### src/rtl/uart_adder_pkg.sv
// uart_adder_pkg: shared encodings, constants and frame byte selection for the result UART
package uart_adder_pkg;
  localparam int CLKS_PER_BIT_DEFAULT = 868;
  localparam int FRAME_BYTES = 3;
  localparam logic UART_IDLE = 1'b1;
  typedef enum logic [1:0] {TOP_IDLE, TOP_SEND, TOP_DONE} top_state_t;
  typedef enum logic [1:0] {BYTE_IDLE, BYTE_START, BYTE_DATA, BYTE_STOP} byte_state_t;
  function automatic logic [7:0] frame_byte(input logic [1:0] i, input logic [15:0] s, input logic c);
    return i == 2'd0 ? {7'b0, c} : i == 2'd1 ? s[15:8] : s[7:0];
  endfunction
endpackage

### src/rtl/uart_tx_byte.sv
// uart_tx_byte: 8N1 byte serialiser that can chain the next byte straight out of a stop bit
module uart_tx_byte
  import uart_adder_pkg::*;
#(
  parameter int CLKS_PER_BIT = CLKS_PER_BIT_DEFAULT
) (
  input  logic       clk_i,
  input  logic       rst_i,
  input  logic       valid_i,
  input  logic [7:0] data_i,
  output logic       tx_o,
  output logic       ready_o,
  output logic       byte_done_o
);
  localparam int CW = $clog2(CLKS_PER_BIT);
  localparam logic [CW-1:0] LAST = CW'(CLKS_PER_BIT - 1);
  byte_state_t state, state_n;
  logic [CW-1:0] cnt, cnt_n;
  logic [2:0] bit_idx, bit_n;
  logic [7:0] shreg, shreg_n;
  logic tx_n, wrap;
  assign wrap = cnt == LAST;
  assign byte_done_o = state == BYTE_STOP && wrap;
  assign ready_o = state == BYTE_IDLE || byte_done_o;
  // state, counters, shift register and the registered line
  always_ff @(posedge clk_i or posedge rst_i) begin
    if (rst_i) begin
      state <= BYTE_IDLE;
      cnt <= '0;
      bit_idx <= '0;
      shreg <= '0;
      tx_o <= UART_IDLE;
    end else begin
      state <= state_n;
      cnt <= cnt_n;
      bit_idx <= bit_n;
      shreg <= shreg_n;
      tx_o <= tx_n;
    end
  end
  // next line level is decided one cycle ahead so tx_o stays a plain flop
  always_comb begin
    state_n = state;
    cnt_n = (state == BYTE_IDLE || wrap) ? '0 : cnt + 1'b1;
    bit_n = bit_idx;
    shreg_n = shreg;
    tx_n = tx_o;
    if (valid_i && ready_o) begin
      state_n = BYTE_START;
      cnt_n = '0;
      bit_n = '0;
      shreg_n = data_i;
      tx_n = 1'b0;
    end else if (wrap) begin
      case (state)
        BYTE_START: begin
          state_n = BYTE_DATA;
          tx_n = shreg[0];
        end
        BYTE_DATA: begin
          state_n = bit_idx == 3'd7 ? BYTE_STOP : BYTE_DATA;
          tx_n = bit_idx == 3'd7 ? UART_IDLE : shreg[1];
          shreg_n = shreg >> 1;
          bit_n = bit_idx + 3'd1;
        end
        BYTE_STOP: begin
          state_n = BYTE_IDLE;
          tx_n = UART_IDLE;
        end
        default: state_n = BYTE_IDLE;
      endcase
    end
  end
endmodule

### src/rtl/uart_result_tx.sv
// uart_result_tx: sends {cout}, sum[15:8], sum[7:0] as one back-to-back three-byte UART frame
module uart_result_tx
  import uart_adder_pkg::*;
#(
  parameter int CLKS_PER_BIT = CLKS_PER_BIT_DEFAULT
) (
  input  logic        clk_i,
  input  logic        rst_i,
  input  logic        start_i,
  input  logic [15:0] sum_i,
  input  logic        cout_i,
  output logic        tx_o,
  output logic        busy_o,
  output logic        done_o
);
  localparam logic [1:0] LAST_IDX = 2'(FRAME_BYTES - 1);
  top_state_t state, state_n;
  logic [1:0] idx, idx_n;
  logic [15:0] sum_q, sum_n;
  logic cout_q, cout_n, valid, ready, byte_done;
  logic [7:0] data;
  assign busy_o = state == TOP_SEND;
  assign done_o = state == TOP_DONE;
  uart_tx_byte #(.CLKS_PER_BIT(CLKS_PER_BIT)) u_byte (
    .clk_i(clk_i), .rst_i(rst_i), .valid_i(valid), .data_i(data),
    .tx_o(tx_o), .ready_o(ready), .byte_done_o(byte_done)
  );
  // frame sequencer state and latched result
  always_ff @(posedge clk_i or posedge rst_i) begin
    if (rst_i) begin
      state <= TOP_IDLE;
      idx <= '0;
      sum_q <= '0;
      cout_q <= 1'b0;
    end else begin
      state <= state_n;
      idx <= idx_n;
      sum_q <= sum_n;
      cout_q <= cout_n;
    end
  end
  // byte 0 is taken straight from the inputs on accept; later bytes come from the latch
  always_comb begin
    state_n = state;
    idx_n = idx;
    sum_n = sum_q;
    cout_n = cout_q;
    valid = 1'b0;
    data = frame_byte(2'd0, sum_i, cout_i);
    if (state == TOP_SEND) begin
      if (byte_done) begin
        state_n = idx == LAST_IDX ? TOP_DONE : TOP_SEND;
        idx_n = idx == LAST_IDX ? 2'd0 : idx + 2'd1;
        valid = idx != LAST_IDX;
        data = frame_byte(idx + 2'd1, sum_q, cout_q);
      end
    end else if (start_i && ready) begin
      state_n = TOP_SEND;
      idx_n = 2'd0;
      sum_n = sum_i;
      cout_n = cout_i;
      valid = 1'b1;
    end else if (state == TOP_DONE) begin
      state_n = TOP_IDLE;
    end
  end
endmodule

### config.mk
export PLATFORM = sky130hd
export DESIGN_NAME = uart_result_tx
export DESIGN_NICKNAME = d
export VERILOG_FILES = /design/src/rtl/uart_adder_pkg.sv /design/src/rtl/uart_tx_byte.sv /design/src/rtl/uart_result_tx.sv
export SDC_FILE = /design/constraint.sdc
export NUM_CORES = 1
export LEC_CHECK = 0
export ABC_AREA = 0
export BUFFER_PORTS_ARGS = -buffer_cell sky130_fd_sc_hd__buf_2
export CAP_MARGIN = 0
export CORE_ASPECT_RATIO = 0.6
export CORE_UTILIZATION = 23
export DETAILED_ROUTE_END_ITERATION = 6
export HOLD_SLACK_MARGIN = 0.1
export SKIP_CTS_REPAIR_TIMING = 1
export SLEW_MARGIN = 20
export SYNTH_ARGS = -nofsm -noshare
export SYNTH_HDL_FRONTEND = slang
export SYNTH_SLANG_ARGS = --single-unit
### constraint.sdc
create_clock -name clk_i -period 2.6 [get_ports clk_i]
set_clock_uncertainty 0.15 [all_clocks]
set_input_delay 0.52 -clock clk_i [delete_from_list [all_inputs] [get_ports clk_i]]
set_output_delay 0.52 -clock clk_i [all_outputs]
set_load 0.03 [all_outputs]
==> implementation parameters, run 1 <==
Parameter                              Value

Outcome
  Result of the run    finished clean

Power
  Leakage power    0.00124 uW
  VDD IR-drop max    235 uV
  Part of the power in combinational logic    2.5%
  Clk pwr share    46.0%
  Post-layout power    1360 uW
  PD cells    505 mW/mm^2
  Switching Fraction    21.4%
  Cell-internal power    1070 uW
  Switching power of the nets    291 uW
  Share of total power in sequential cells    51.4%

Final layout
  Most used cells in the layout excluding fill and tap cells    44 x dfrtp_1, 22 x buf_2, 19 x mux2_2
  Most common library cell in the layout ignoring fill and taps    dfrtp_1
  Number of nets in the layout    257
  N_diodes    0
  Multi-input gate area in the final layout    0.00108 sq mm
  Fill cells    986
  Seq. cell area    0.00113 sq mm
  Ratio of cells with drive above 1 in the final layout    27.4%
  Area Overhead vs Synth    17.8%

Logic synthesis
  Average footprint of a synthesized cell    11.3 sq um
  Main combinational cell family by area after synthesis    multiplexers
  Number of synthesized register bits    45
  Synth Area in XOR/XNOR    3.83%
  Share of the synthesized area in the top cell type    48.1%
  Fraction of the yosys area taken by sequential cells    49.3%
  Synth Cell Area    0.00229 sq mm
  Biggest area contributors in the synthesized netlist    dfrtp_1 48%, mux2_2 9.4%, mux2i_1 5.7%, ha_1 4.4%, xor2_1 3.1%
  Yosys warns    0
  Async set-or-reset flop fraction in the synthesized netlist    100%
  Count of cell types in the netlist    41
  Simple-gate share of the synthesized area    14.4%
  Total nets after synthesis    231
  Multiplexer area fraction after synthesis    15.5%
  Biggest area consumer among synthesized cells    dfrtp_1
  Most common flop cell mapped by yosys    dfrtp_1
  Synth Area in Adders    4.38%
  EDFF count, synth    0
  Compound-cell area share of the yosys netlist    9.19%
  Cells after synthesis    203

Critical path
  WP data required    2620 ps
  Nature of the critical path endpoint    register
  Endpoint of the most critical register-to-register path    sum_q[12]
  Startpoint of the lowest-slack register-to-register path    u_byte.cnt[0]
  Peak fanout along the critical path    18
  Critical path startpoint category    register
  Worst r2r path cells    5
  Arrival time reported for the critical path endpoint    2350 ps
  Worst reg2reg setup slack    270 ps
  Crit Path Class    reg2reg

Timing
  Post-route minimum period    2330 ps
  Setup repair after global routing missed its margin    false
  Post-route worst setup slack    270 ps
  Number of hold-slack violations in the final timing report    0
  Top achievable clock speed    429 MHz
  Slew Limit Fails    0
  Fin crit share    89.6%
  Setup violators final    0
  Worst Max-Slew Pin Slew    633 ps
  Final TNS setup    0 ps
  Worst relative slew slack    57.7%

Hold path
  Hold crit path type    in2async

Run
  Number of violations of the max-capacitance limit    0

Die
  Chip height    79.2 microns
  Initial core utilization    24.3%
  Die outline area    0.0104 sq mm
  I/O pins    23
  Horizontal die dimension    131 microns
  Floorplan core area    0.00943 sq mm
  Standard-cell row count    27

Route
  Detailed-routing iteration count for the pre-antenna-repair pass    4
  Met2 wire length    1840 microns
  Routed met3 length    246 microns
  Post-DR wirelength/cell    13.2 microns
  Via Count    1629
  Total wirelength of the detailed-routed design    4770 microns
  Routed length on met1    2600 microns
  Number of vias per cell    4.53
  Initial drt markers    109
  Highest metal layer with signal wires    met4
  DRC    0
  Number of routed nets with antenna violations    0

Place
  DP Worst Slack    251 ps
  Count of input and output buffers    22
  Detailed placer's ending HPWL    3570 microns
  Placer congestion estimate    0.781

Global routing
  Vias in the first global route    1645
  Antenna violations before repair    0
  GR Overflow Total    0
  Gr usage total    10.7%
  Global-route wire length before repair    8430 microns
  Maximum number of pins on one net before global-route repair    30

Clock network
  Clk buf depth    2
  Skew-Pair Late Insertion Delay    290 ps
  Cell at the root of the clock tree    clkbuf_16
  CTS Sinks    45
  Number of H-tree levels    2
  CTS tree    done
  Clock-pin slew on the worst setup and hold paths    60 ps
  Cts bufs inserted    5
==> routing by layer <==
layer | up-vias | GRT usage [%]
met5 | - | 0
met4 | 0 | 3.79
met3 | 7 | 2.96
met2 | 33 | 13.8
met1 | 807 | 16.4
li1 | 782 | -
==> how the worst max path moves through the flow <==
stage | from | end
finish | u_byte.cnt[0] | sum_q[12]
detailed placement | u_byte.cnt[0] | sum_q[12]
CTS | u_byte.cnt[0] | sum_q[12]
floorplan | u_byte.cnt[0] | sum_q[0]
global placement | u_byte.cnt[0] | sum_q[11]
global route | u_byte.cnt[0] | sum_q[12]
==> stage by stage <==
step                      instance area [sq um]  hold slack [ps]  utilization, %  cells
after detailed placement                   2550              329            27.1    352
after global placement                     2550              309            27.1    352
after CTS                                  2690              181            28.6    360
after floorplan                            2290              298               -    203
after global routing                       2690              221            28.6    360
final                                      2690              163            28.6    360
==> flip-flops by register name (all words and copies together) (netlist names) <==
register,count
sum_q,16
u_byte.cnt,10
u_byte.shreg,8
u_byte.bit_idx,3
idx,2
state,2
u_byte.state,2
cout_q,1
u_byte.tx_o,1
==> synthesized netlist by cell type, types with 2 or more instances <==
master    instances
nand2_1          13
buf_2             2
mux2i_1          13
xor2_1            8
clkbuf_1          3
inv_1             8
xnor2_1           2
ha_1              8
dfrtp_1          44
o211ai_1          4
buf_4             2
mux2_2           19
nand2b_1          3
o21ai_0           4
nand4_1           3
and3_1            3
nor2_1           14
o22ai_1           5
a22oi_1           6
a21oi_1           7
nand3_1          12
==> cell families after synthesis <==
group                      after synthesis
DFF                                     45
muxes                                   33
buffers and inverters                   16
AOI/OAI and AO/OA                       31
and+or+nand+nor                         60
xor gates and xnor gates                10
adders and majority gates                8
==> critical path: stages, from the launching register on <==
cell	delay (ps)
dfrtp_1	380
ha_1	230
nor3b_2	320
a41oi_2	250
nor2_4	470
mux2_2	400
==> area by class of cell <==
class / instances / area share, %
clock buffer: 6 / 4.78
tap: 130 / 6.04
multi-input combinational: 142 / 40.2
sequential: 45 / 41.8
clock inverter: 2 / 0.557
inverter: 8 / 1.11
timing repair buffer: 27 / 5.48
==> power by group through the flow <==
stage / Clock (uW) / Sequential [uW] / Combinational (uW)
after floorplan: 0 / 713 / 13.3
after global placement: 0 / 713 / 35.6
after detailed placement: 0 / 713 / 35.7
after CTS: 641 / 700 / 35.6
after global routing: 676 / 699 / 40.1
final: 627 / 700 / 34.1
Note: power is estimated with default switching activity, not from simulation.
==> run 2: changes to the inputs <==
--- a/config.mk
+++ b/config.mk
@@ -9,9 +9,10 @@
 export BUFFER_PORTS_ARGS = -buffer_cell sky130_fd_sc_hd__buf_2
 export CAP_MARGIN = 0
 export CORE_ASPECT_RATIO = 0.6
-export CORE_UTILIZATION = 23
+export CORE_UTILIZATION = 58
 export DETAILED_ROUTE_END_ITERATION = 6
 export HOLD_SLACK_MARGIN = 0.1
+export PLACE_DENSITY = 0.79
 export SKIP_CTS_REPAIR_TIMING = 1
 export SLEW_MARGIN = 20
 export SYNTH_ARGS = -nofsm -noshare
==> run 2 against run 1 <==
  * Final area down 5.0%
  * Flip-flop and latch count is the same
  * First-iteration DRC count shrank 7.3%
  * Die area fell by 59%
  * Sequential power hardly changed
  * Routed wire length is 9.7% lower
  * Register-to-register slack is essentially flat
  * Critical path depth unchanged
  * Via count down 1.7%
  * Maximum frequency up 0.40%
  * Combinational power barely moved
  * Worst setup slack better by 9.3 ps
  * Critical endpoint is now sum_q[11]
==> implementation parameters, run 2 (same netlist as run 1, synthesis figures left out) <==
Parameter                              Value

Power
  Leakage power    0.00123 uW (was 0.00124 uW)
  PD cells    502 mW/mm^2 (was 505 mW/mm^2)
  Post-layout power    1280 uW (was 1360 uW)
  VDD IR-drop max    430 uV (was 235 uV)

Global routing
  Antenna violations before repair    0 (unchanged)
  Global-route wire length before repair    7550 microns (was 8430 microns)
  GR Overflow Total    0 (unchanged)
  Gr usage total    23.7% (was 10.7%)
  Maximum number of pins on one net before global-route repair    27 (was 30)
  Vias in the first global route    1587 (was 1645)

Critical path
  Critical path startpoint category    register (unchanged)
  Peak fanout along the critical path    18 (unchanged)
  Startpoint of the lowest-slack register-to-register path    u_byte.cnt[0] (unchanged)
  Nature of the critical path endpoint    register (unchanged)
  Worst reg2reg setup slack    280 ps (was 270 ps)
  Crit Path Class    reg2reg (unchanged)
  WP data required    2640 ps (was 2620 ps)
  Endpoint of the most critical register-to-register path    sum_q[11] (was sum_q[12])
  Arrival time reported for the critical path endpoint    2370 ps (was 2350 ps)
  Startpoint of the worst setup timing path    u_byte.cnt[0] (unchanged)
  Worst r2r path cells    5 (unchanged)

Route
  Total wirelength of the detailed-routed design    4310 microns (was 4770 microns)
  Initial drt markers    101 (was 109)
  Via Count    1601 (was 1629)
  Detailed-routing iteration count for the pre-antenna-repair pass    4 (unchanged)
  Number of routed nets with antenna violations    0 (unchanged)
  Post-DR wirelength/cell    15.6 microns (was 13.2 microns)
  DRC    0 (unchanged)
  Number of vias per cell    5.80 (was 4.53)

Timing
  Post-route worst setup slack    279 ps (was 270 ps)
  Final TNS setup    0 ps (unchanged)
  Setup repair after global routing missed its margin    false (unchanged)
  Top achievable clock speed    431 MHz (was 429 MHz)
  Setup violators final    0 (unchanged)
  Worst relative slew slack    40.3% (was 57.7%)
  Post-route minimum period    2320 ps (was 2330 ps)
  Number of hold-slack violations in the final timing report    0 (unchanged)
  Slew Limit Fails    0 (unchanged)
  Fin crit share    89.3% (was 89.6%)
  Worst Max-Slew Pin Slew    891 ps (was 633 ps)
  Worst hold margin    135 ps (was 163 ps)

Final layout
  N_diodes    0 (unchanged)
  Top reg by flops    sum_q (unchanged)
  Seq. cell area    0.00113 sq mm (unchanged)
  Most common library cell in the layout ignoring fill and taps    dfrtp_1 (unchanged)
  Ratio of cells with drive above 1 in the final layout    27.1% (was 27.4%)
  Multi-input gate area in the final layout    0.00108 sq mm (unchanged)
  Most used cells in the layout excluding fill and tap cells    44 x dfrtp_1, 22 x buf_2, 19 x mux2_2 (unchanged)
  Fill cells    290 (was 986)
  Area Overhead vs Synth    11.9% (was 17.8%)
  Number of flip-flops in the largest register    16 (unchanged)
  Post-layout instance area    0.00256 sq mm (was 0.00269 sq mm)
  Largest registers    sum_q x16, u_byte.cnt x10, u_byte.shreg x8 (unchanged)
  Number of nets in the layout    256 (was 257)

Place
  DP Worst Slack    271 ps (was 251 ps)
  Placer congestion estimate    0.811 (was 0.781)
  Detailed placer's ending HPWL    3190 microns (was 3570 microns)
  Count of input and output buffers    22 (unchanged)
  DP Area    0.00244 sq mm (was 0.00255 sq mm)

Clock network
  Skew-Pair Late Insertion Delay    310 ps (was 290 ps)
  CTS Sinks    45 (unchanged)
  Number of H-tree levels    2 (unchanged)
  CTS tree    done (unchanged)
  Clk buf depth    2 (unchanged)
  Cell at the root of the clock tree    clkbuf_8 (was clkbuf_16)
  Cts bufs inserted    5 (unchanged)
  Clock-pin slew on the worst setup and hold paths    80 ps (was 60 ps)

Die
  Initial core utilization    61.4% (was 24.3%)
  Die outline area    0.00421 sq mm (was 0.0104 sq mm)
  Floorplan core area    0.00372 sq mm (was 0.00943 sq mm)
  Chip height    50.6 microns (was 79.2 microns)
  Horizontal die dimension    83.1 microns (was 131 microns)
  Standard-cell row count    17 (was 27)
  I/O pins    23 (unchanged)

Hold path
  Hold crit path type    in2async (unchanged)

Outcome
  Result of the run    finished clean (unchanged)

Run
  Number of violations of the max-capacitance limit    0 (unchanged)
run 2: power by group:
part / switching [uW] / internal, uW
Combinational: 21.0 / 12.8
Clock: 239 / 312
Sequential: 0 / 699
run 2: worst max-delay path, stage by stage, from the launching register on:
cell and delay (ps):
dfrtp_1 390, ha_1 240, nor3b_2 310, a41oi_2 250, nor2_4 470, mux2_2 400
run 2: through the flow:
step,utilization [%],instances
floorplan,-,203
global placement,65.5,268
detailed placement,65.5,268
CTS,68.7,276
global route,68.7,276
finish,68.7,276
run 2: routing by layer:
metal | track usage (%) | part of all wire (%)
met1 | 34.8 | 53
met2 | 34.3 | 41
met3 | 5.43 | 4.6
met4 | 8.62 | 1.2
met5 | 0 | 0
run 2: worst max-delay path by stage:
| stage | to |
|---|---|
| after global routing | sum_q[14] |
| final | sum_q[11] |
| after CTS | sum_q[14] |
| after global placement | sum_q[10] |
| after floorplan | sum_q[0] |
| after detailed placement | sum_q[10] |
run 2: final cells by class:
| class | instances | area share (%) |
|---|---|---|
| inverter | 8 | 1.17 |
| sequential | 45 | 44.1 |
| multi-input combinational | 142 | 42.3 |
| timing repair buffer | 26 | 5.48 |
| clock inverter | 2 | 1.47 |
| clock buffer | 6 | 3.23 |
| tap | 47 | 2.30 |
==> run 3: changes to the inputs <==
--- a/config.mk
+++ b/config.mk
@@ -11,6 +11,7 @@
 export CORE_ASPECT_RATIO = 0.6
 export CORE_UTILIZATION = 58
 export DETAILED_ROUTE_END_ITERATION = 6
+export GPL_TIMING_DRIVEN = 0
 export HOLD_SLACK_MARGIN = 0.1
 export PLACE_DENSITY = 0.79
 export SKIP_CTS_REPAIR_TIMING = 1
==> run 3 against run 2 <==
  * Critical path depth rose by 1
  * Global-route usage fell by 0.28 points
  * Largest power group unchanged
  * Die area did not move
  * Final cell count rose by 1.8%
  * Maximum frequency fell by 5.5%
  * Non-clock buffer count rose by 5
  * Worst hold slack got worse by 59 ps
  * Routed wire length rose by 3.8%
  * Power fell by 0.58%
==> implementation parameters, run 3 (same netlist as run 1, synthesis figures left out) <==
Parameter                              Value

Power
  Share of total power in sequential cells    54.8% (was 54.5%)
  Post-layout power    1280 uW (about the same)
  Leakage power    0.00125 uW (was 0.00123 uW)
  PD cells    492 mW/mm^2 (was 502 mW/mm^2)
  Switching Fraction    19.6% (was 20.2%)
  Switching power of the nets    250 uW (was 260 uW)
  Cell-internal power    1030 uW (was 1020 uW)
  Part of the power in combinational logic    2.8% (was 2.6%)
  Clk pwr share    42.5% (was 42.9%)
  VDD IR-drop max    444 uV (was 430 uV)

Critical path
  Endpoint of the most critical register-to-register path    sum_q[3] (was sum_q[11])
  Crit Path Class    reg2reg (unchanged)
  Worst reg2reg setup slack    140 ps (was 280 ps)
  Critical path startpoint category    register (unchanged)
  Peak fanout along the critical path    10 (was 18)
  Total stage count of the critical path    6 (was 5)
  Worst r2r path cells    6 (was 5)
  Crit path max-delay family    simple AND/OR/NAND/NOR gates (unchanged)
  Arrival time reported for the critical path endpoint    2490 ps (was 2370 ps)
  Nature of the critical path endpoint    register (unchanged)
  Worst Setup EP    sum_q[3] (was sum_q[11])
  WP data required    2630 ps (was 2640 ps)
  Startpoint of the lowest-slack register-to-register path    u_byte.cnt[0] (unchanged)
  Max stage delay on crit path    390 ps (was 470 ps)
  Slowest stage cell, crit path    dfrtp_1 (was nor2_4)
  CP bufs+invs    1 (was 0)
  Series of cell instances along the critical path    ha_1 > nor3b_2 > a41oi_2 > nor2_4 > buf_4 > mux2_2 (was ha_1 > nor3b_2 > a41oi_2 > nor2_4 > mux2_2)
  Startpoint of the worst setup timing path    u_byte.cnt[0] (unchanged)

Run
  Number of violations of the max-capacitance limit    0 (unchanged)

Global routing
  Maximum number of pins on one net before global-route repair    26 (was 27)
  Global-route wire length before repair    7470 microns (was 7550 microns)
  GR Overflow Total    0 (unchanged)
  Gr usage total    23.4% (was 23.7%)
  Antenna violations before repair    0 (unchanged)
  Vias in the first global route    1510 (was 1587)

Clock network
  Skew-Pair Late Insertion Delay    290 ps (was 310 ps)
  Number of H-tree levels    2 (unchanged)
  Cell at the root of the clock tree    clkbuf_8 (unchanged)
  Cts bufs inserted    5 (unchanged)
  CTS tree    done (unchanged)
  Clock-pin slew on the worst setup and hold paths    80 ps (about the same)
  Clk buf depth    2 (unchanged)
  CTS Sinks    45 (unchanged)

Route
  Total wirelength of the detailed-routed design    4470 microns (was 4310 microns)
  Initial drt markers    114 (was 101)
  Detailed-routing iteration count for the pre-antenna-repair pass    4 (unchanged)
  Number of vias per cell    5.79 (was 5.80)
  Post-DR wirelength/cell    15.9 microns (was 15.6 microns)
  DRC    0 (unchanged)
  Via Count    1627 (was 1601)
  Number of routed nets with antenna violations    0 (unchanged)

Place
  Placer congestion estimate    0.859 (was 0.811)
  Detailed placer's ending HPWL    3280 microns (was 3190 microns)
  DP Worst Slack    189 ps (was 271 ps)
  Count of input and output buffers    22 (unchanged)
  Placed cell count    273 (was 268)

Timing
  Worst Max-Slew Pin Slew    555 ps (was 891 ps)
  Post-route minimum period    2460 ps (was 2320 ps)
  Fin crit share    94.5% (was 89.3%)
  Setup violators final    0 (unchanged)
  Number of hold-slack violations in the final timing report    0 (unchanged)
  Final TNS setup    0 ps (unchanged)
  Setup repair after global routing missed its margin    false (unchanged)
  Post-route worst setup slack    144 ps (was 279 ps)
  Slew Limit Fails    0 (unchanged)
  Top achievable clock speed    407 MHz (was 431 MHz)
  Worst relative slew slack    62.8% (was 40.3%)

Die
  Initial core utilization    61.4% (unchanged)
  Standard-cell row count    17 (unchanged)
  I/O pins    23 (unchanged)
  Floorplan core area    0.00372 sq mm (unchanged)
  Chip height    50.6 microns (unchanged)
  Horizontal die dimension    83.1 microns (unchanged)
  Die outline area    0.00421 sq mm (unchanged)

Final layout
  Largest registers    sum_q x16, u_byte.cnt x10, u_byte.shreg x8 (unchanged)
  Number of flip-flops in the largest register    16 (unchanged)
  N_diodes    0 (unchanged)
  Ratio of cells with drive above 1 in the final layout    27.4% (was 27.1%)
  Number of nets in the layout    261 (was 256)
  Area Overhead vs Synth    13.3% (was 11.9%)
  Most used cells in the layout excluding fill and tap cells    44 x dfrtp_1, 24 x buf_2, 19 x mux2_2 (was 44 x dfrtp_1, 22 x buf_2, 19 x mux2_2)
  Top reg by flops    sum_q (unchanged)
  Util after Layout    69.6% (was 68.7%)
  Fill cells    278 (was 290)
  Most common library cell in the layout ignoring fill and taps    dfrtp_1 (unchanged)
  Number of standard cells in the layout, taps in and fillers out    281 (was 276)

Outcome
  Result of the run    finished clean (unchanged)

Hold path
  Hold crit path type    in2async (unchanged)
## run 3: changes by cell type in the layout (fill, tap and decap cells not counted)
cell,previous run,this run
clkbuf_1,0,4
buf_2,22,24
buf_4,4,2
buf_12,0,1
buf_6,0,1
clkinv_1,1,0
clkinvlp_4,1,0
inv_2,0,1
## run 3: power by group through the flow
stage	sequential [uW]	clock, uW	combinational, uW
6_report	699	542	35.4
5_1_grt	699	582	40.4
4_1_cts	699	547	36.3
3_5_place_dp	713	0	36.2
3_3_place_gp	713	0	31.6
2_1_floorplan	713	0	13.3
## run 3: metal layers
| metal | track usage (%) | share of wire, % | vias up |
|---|---|---|---|
| li1 | - | - | 792 |
| met1 | 35.7 | 54 | 804 |
| met2 | 33.3 | 42 | 26 |
| met3 | 5.43 | 3.2 | 5 |
| met4 | 6.03 | 0.60 | 0 |
| met5 | 0 | 0 | - |
## run 3: worst min path at each step
stage / startpoint / cells past startpoint / endpoint / slack (ps)
5_1_grt: rst_i / 2 / u_byte.cnt[7] / 120
2_1_floorplan: u_byte.cnt[0] / 1 / u_byte.cnt[0] / 300
3_5_place_dp: u_byte.cnt[0] / 1 / u_byte.cnt[0] / 320
6_report: rst_i / 2 / sum_q[7] / 80
4_1_cts: rst_i / 2 / u_byte.cnt[4] / 90
3_3_place_gp: u_byte.cnt[0] / 1 / u_byte.cnt[0] / 320
## run 3: through the flow
stage | area (sq um) | hold WS [ps]
6_report | 2590 | 76.5
3_5_place_dp | 2480 | 323
2_1_floorplan | 2290 | 298
3_3_place_gp | 2460 | 323
5_1_grt | 2590 | 116
4_1_cts | 2590 | 89.0
## run 3: cell type report
cell class | count | area (sq um) | share of cell area [%]
well taps | 47 | 58.8 | 2.27
flip-flops and latches | 45 | 1130 | 43.5
clock inverters | 1 | 30.0 | 1.16
multi-input cells | 142 | 1080 | 41.7
plain buffers | 8 | 47.5 | 1.83
clock buffers | 7 | 86.3 | 3.33
repair buffers | 23 | 130 | 5.02
inverters | 8 | 30.0 | 1.16
## run 3: worst register-to-register path: stages (launching register included)
cell	delay (ps)
dfrtp_1	390
ha_1	240
nor3b_2	320
a41oi_2	280
nor2_4	340
buf_4	270
mux2_2	360
